File: src/rtl/arb_pkg.sv
// Shared types and helpers for the four-way round-robin arbiter.
// Imported by the picker and the arbiter top.
package arb_pkg;

    localparam int N_REQ = 4;

    typedef enum logic {IDLE, OWNED} arb_state_t;

    typedef logic [1:0] req_id_t;

    function automatic logic [N_REQ-1:0] id2onehot(req_id_t id);
        return N_REQ'(1) << id;
    endfunction

endpackage

File: src/rtl/or4.sv
// Four-input OR gate, the shared primitive used for request summaries.
module or4 (
    input  logic i_a,
    input  logic i_b,
    input  logic i_c,
    input  logic i_d,
    output logic o_y
);

    assign o_y = i_a | i_b | i_c | i_d;

endmodule

File: src/rtl/rr_pick4.sv
// Rotating-priority picker: first set request at or after start,
// optionally skipping one index.
module rr_pick4
    import arb_pkg::*;
(
    input  logic [N_REQ-1:0] req,
    input  req_id_t          start,
    input  logic             exclude_en,
    input  req_id_t          exclude_id,
    output logic             found,
    output req_id_t          id
);

    req_id_t w_idx;

    always_comb begin
        found = 1'b0;
        id    = '0;
        w_idx = start;
        for (int k = 0; k < N_REQ; k++) begin
            w_idx = start + req_id_t'(k);
            if (!found && req[w_idx] &&
                !(exclude_en && (w_idx == exclude_id))) begin
                found = 1'b1;
                id    = w_idx;
            end
        end
    end

endmodule

File: src/rtl/rr_arbiter4.sv
// Four-requester round-robin arbiter with registered one-hot grant
// and a bounded hold time before a contested owner is preempted.
module rr_arbiter4
    import arb_pkg::*;
#(
    parameter int MAX_HOLD = 8
) (
    input  logic             clk,
    input  logic             rst_n,
    input  logic [N_REQ-1:0] req,
    output logic [N_REQ-1:0] grant,
    output logic [1:0]       grant_id,
    output logic             grant_valid,
    output logic             any_req
);

    localparam int HW = $clog2(MAX_HOLD + 1);
    localparam logic [HW-1:0] HOLD_LAST = HW'(MAX_HOLD - 1);

    arb_state_t       r_state;
    req_id_t          r_ptr;
    logic [HW-1:0]    r_hold;
    logic [N_REQ-1:0] r_grant;
    req_id_t          r_grant_id;
    logic             r_grant_valid;

    arb_state_t       w_state_nxt;
    req_id_t          w_ptr_nxt;
    logic [HW-1:0]    w_hold_nxt;
    req_id_t          w_id_nxt;
    logic [N_REQ-1:0] w_grant_nxt;
    logic             w_valid_nxt;
    logic             w_take;
    logic             w_owner_req;
    logic             w_contested;
    req_id_t          w_start;
    logic             w_found;
    req_id_t          w_win;

    or4 u_any (
        .i_a (req[0]),
        .i_b (req[1]),
        .i_c (req[2]),
        .i_d (req[3]),
        .o_y (any_req)
    );

    assign w_owner_req = req[r_grant_id];
    // A still-requesting owner is only ever displaced by someone else.
    assign w_contested = (r_state == OWNED) && w_owner_req;
    assign w_start     = w_contested ? r_grant_id + 2'd1 : r_ptr;

    rr_pick4 u_pick (
        .req        (req),
        .start      (w_start),
        .exclude_en (w_contested),
        .exclude_id (r_grant_id),
        .found      (w_found),
        .id         (w_win)
    );

    always_ff @(posedge clk or negedge rst_n) begin
        if (!rst_n) begin
            r_state       <= IDLE;
            r_ptr         <= '0;
            r_hold        <= '0;
            r_grant       <= '0;
            r_grant_id    <= '0;
            r_grant_valid <= 1'b0;
        end else begin
            r_state       <= w_state_nxt;
            r_ptr         <= w_ptr_nxt;
            r_hold        <= w_hold_nxt;
            r_grant       <= w_grant_nxt;
            r_grant_id    <= w_id_nxt;
            r_grant_valid <= w_valid_nxt;
        end
    end

    always_comb begin
        w_state_nxt = r_state;
        w_ptr_nxt   = r_ptr;
        w_hold_nxt  = r_hold;
        w_id_nxt    = r_grant_id;
        w_take      = 1'b0;
        unique case (r_state)
            IDLE: begin
                w_take = w_found;
            end
            OWNED: begin
                if (!w_owner_req) begin
                    if (w_found) begin
                        w_take = 1'b1;
                    end else begin
                        w_state_nxt = IDLE;
                        w_id_nxt    = '0;
                        w_hold_nxt  = '0;
                    end
                end else if (r_hold < HOLD_LAST) begin
                    w_hold_nxt = r_hold + HW'(1);
                end else begin
                    // Saturated: keep counter at the limit until a rival shows up.
                    w_take = w_found;
                end
            end
            default: begin
                w_state_nxt = IDLE;
            end
        endcase
        if (w_take) begin
            w_state_nxt = OWNED;
            w_id_nxt    = w_win;
            w_ptr_nxt   = w_win + 2'd1;
            w_hold_nxt  = '0;
        end
    end

    always_comb begin
        w_valid_nxt = (w_state_nxt == OWNED);
        w_grant_nxt = '0;
        if (w_valid_nxt) begin
            w_grant_nxt = id2onehot(w_id_nxt);
        end
    end

    assign grant       = r_grant;
    assign grant_id    = r_grant_id;
    assign grant_valid = r_grant_valid;

endmodule

File: config.mk
export PLATFORM = sky130hd
export DESIGN_NAME = rr_arbiter4
export DESIGN_NICKNAME = d
export VERILOG_FILES = /design/src/rtl/arb_pkg.sv /design/src/rtl/or4.sv /design/src/rtl/rr_pick4.sv /design/src/rtl/rr_arbiter4.sv
export SDC_FILE = /design/constraint.sdc
export NUM_CORES = 1
export LEC_CHECK = 0
export CAP_MARGIN = 20
export CORE_UTILIZATION = 55
export CTS_CLUSTER_DIAMETER = 200
export CTS_CLUSTER_SIZE = 14
export DETAILED_ROUTE_END_ITERATION = 8
export PLACE_DENSITY = 0.75
export SKIP_CTS_REPAIR_TIMING = 1
export SLEW_MARGIN = 20
export SYNTH_ARGS = -nofsm -noshare
export SYNTH_HDL_FRONTEND = slang
export SYNTH_SLANG_ARGS = --single-unit
File: constraint.sdc
create_clock -name clk -period 4.33 [get_ports clk]
set_clock_uncertainty 0.2 [all_clocks]
set_input_delay 0.433 -clock clk [delete_from_list [all_inputs] [get_ports clk]]
set_output_delay 0.433 -clock clk [all_outputs]
set_load 0.01 [all_outputs]
==> impl_metrics.toml <==
[finish]
multiInputGateArea_um2 = 910
fillers = 204
layout-drive-gt1-share = 0.190
final_cell_count_no_fill = 181
areaGrowthSynthToFinish_pct = 8.22
regArea_um2 = 325
nets = 161
antenna_cells = 0
final_util = 0.643

[clocking]
cts_buffer_depth = 2
numCtsBuffers = 3
cts_tree = "built"
htreeDepth = 1
cts.reportedPaths.clkPinSlew_ns = 0.07
cts_num_sinks = 13
root_buffer = "clkbuf_4"
clock_latency_ns = 0.27

[hold_path]
hold_class = "input pin to async pin"

[die]
die_y_um = 51.3
io_pins = 14
die_w_um = 51.3
core_area_um2 = 2250
dieArea_um2 = 2640
initial_core_util = 0.594
rows = 17

[setup_path]
required_ns = 3.70
crit_type = "input pin to output pin"
cp_slowest_stage_delay_ns = 0.72
crit_top_cell = "clkdlybuf4s50_1"
cp_max_fo = 12
crit_path_top_delay_cell = "clkdlybuf4s50_1"
end_kind = "output pin"
arrival_ns = 3.22
crit_chain = "clkdlybuf4s50_1 -> mux2_4 -> a221oi_2 -> or3b_4 -> o32a_4 -> o211ai_2 -> nor2_1 -> inv_1 -> clkdlybuf4s50_1"
start_kind = "input pin"

[synth]
yosysSeqAreaShare = 0.243
synthFlopType = "dfrtp_1"
synthCells = 146
synth.distinct_cells = 62
ys_seq_elements = 13
synth_largest_area_cell = "dfrtp_1"
async_flop_share = 1.00
synth_nets = 153
ys_top_cells_by_area = "dfrtp_1 24%, nand2_1 3.1%, a21oi_1 3.0%"
synth_top_cell_area_share = 0.243
synth-edff-count = 0
avgSynthCellArea_um2 = 9.17
ys_warn_count = 0
synth_area_um2 = 1340

[routing]
drc = 0
wl_mm = 3.20
drtIter0Drc = 64
detail_route.first_pass.iterations = 4
wl_met2_mm = 1.56
wl_met1_mm = 1.45
routed-wl-met3_um = 173
routed.top_layer = "met4"
dr_total_vias = 1201
final_antenna_net_count = 0
wl_per_cell_um = 17.7
via_per_inst = 6.64

[run_status]
outcome = "complete, no violations"

[grt]
grt_usage = 0.270
grt_overflow = 0
grt_antenna_before_repair = 0
grt_pass1_vias = 1109
grt_pass1_wl_mm = 5.30
grt_max_degree = 16

[sta]
rsz0062_at_grt = "false"
timing.hold.ws_ns = 0.324
relSlewSlack = 0.603
hold_viol = 0
fin_crit_sh = 0.889
fin_crit_ns = 3.85
setup_viol = 0
clock.fmax_mhz = 260
final.setup.tns_ns = 0
tightestPinTransition_ns = 0.588
maxSlewViolCount = 0

[power]
total_power_w = 0.00127
p_per_area_nw_per_um2 = 878
ir_worst_vdd_mv = 0.553
p_leak_nw = 0.569

[placement]
place_congestion = 0.947
post-dp-hpwl_mm = 2.35
port_buffers = 13
dpl.cell_count = 177

[run]
cap_violations = 0
-- cell usage in the layout, fill, tap and decap left out, types with 2 or more instances in the layout --
| master | Yosys | routed |
|---|---|---|
| or3_1 | 2 | 2 |
| o2111ai_1 | 2 | 2 |
| nand2_1 | 11 | 11 |
| o31ai_1 | 4 | 4 |
| nor2b_1 | 3 | 3 |
| dfrtp_1 | 13 | 13 |
| nor3_1 | 5 | 5 |
| or2_2 | 2 | 2 |
| mux2_4 | 2 | 2 |
| o21a_1 | 3 | 3 |
| a211o_2 | 2 | 2 |
| and2_1 | 3 | 3 |
| mux2i_1 | 3 | 3 |
| nor2_1 | 8 | 8 |
| a21boi_0 | 3 | 3 |
| mux2_2 | 2 | 2 |
| a21oi_1 | 8 | 8 |
| inv_1 | 6 | 6 |
| o21ai_0 | 6 | 6 |
| clkdlybuf4s50_1 | 0 | 13 |
| o211ai_1 | 2 | 2 |
| nand3_1 | 2 | 2 |
| o21ai_1 | 2 | 2 |
| and3_1 | 2 | 2 |
| clkbuf_4 | 0 | 3 |
| nand2b_1 | 2 | 2 |
| a211oi_1 | 3 | 3 |
| nand4_1 | 3 | 3 |
| a32o_1 | 2 | 2 |
-- worst paths after layout --
path | slack, ns | from | endpoint | cells past startpoint
max | 0.48 | req[2] | any_req | 9
min in group clk | 0.35 | r_hold[1]$_DFFE_PN0P_ | r_hold[1]$_DFFE_PN0P_ | 1
max in group asynchronous | 3.24 | rst_n | grant[0]$_DFF_PN0_ | 1
min | 0.32 | rst_n | r_hold[1]$_DFFE_PN0P_ | 1
max reg2reg | 1.22 | grant_valid$_DFF_PN0_ | grant[2]$_DFF_PN0_ | 8
min reg2reg | 0.35 | r_hold[1]$_DFFE_PN0P_ | r_hold[1]$_DFFE_PN0P_ | 1
-- power by group --
| part | switching (W) | internal, W |
|---|---|---|
| sequential | 0.0000976 | 0.000173 |
| combinational | 0.000494 | 0.000435 |
| clock | 0.0000361 | 0.0000357 |
| total | 0.000628 | 0.000644 |
-- critical path: cells and delay by family --
| family | cells | cell delay, ns |
|---|---|---|
| multiplexers | 1 | 0.27 |
| buffers and inverters | 3 | 1.31 |
| AO/OA/AOI/OAI | 3 | 0.62 |
| AND/OR/NAND/NOR | 2 | 0.57 |
-- synthesized netlist by cell type (3+ instances only) --
| cell | instances |
|---|---|
| a21boi_0 | 3 |
| nand2_1 | 11 |
| clkbuf_1 | 3 |
| nand4_1 | 3 |
| a211oi_1 | 3 |
| a21oi_1 | 8 |
| dfrtp_1 | 13 |
| o31ai_1 | 4 |
| inv_1 | 6 |
| and2_1 | 3 |
| o21ai_0 | 6 |
| nor2_1 | 8 |
| nor2b_1 | 3 |
| mux2i_1 | 3 |
| o21a_1 | 3 |
| nor3_1 | 5 |
-- registers in the layout, indices dropped and copies added (netlist names) --
register	cells
grant	4
grant_id	2
grant_valid	1
r_hold	4
r_ptr	2
-- routing by layer --
layer | global-route usage | vias up
li1 | - | 575
met2 | 0.421 | 35
met5 | 0 | -
met3 | 0.0357 | 2
met4 | 0.108 | 0
met1 | 0.378 | 589
-- kinds of logic (layout without fill, tap and decap cells) --
family                   after synthesis  count (layout)  synth area share
AO/OA/AOI/OAI                         55              55             0.363
XOR/XNOR                               2               2            0.0131
adder cells (fa/ha/maj)                1               1           0.00934
buffers and inverters                 16              23            0.0776
flip-flops                            13              13             0.243
multiplexers                           8               8            0.0785
AND/OR/NAND/NOR                       51              51             0.216
-- stage by stage --
step,instance area (µm²),setup WS [ns]
floorplan,1340,1.63
global placement,1420,0.557
detailed placement,1420,0.528
global route,1450,0.343
CTS,1450,0.506
finish,1450,0.479
-- layout make-up --
class	instances	share of cell area
multi-input combinational	117	0.628
sequential	13	0.225
timing repair buffer	13	0.0898
tap	28	0.0242
clock buffer	4	0.0181
inverter	6	0.0155
Note: power is estimated with default switching activity, not from simulation.
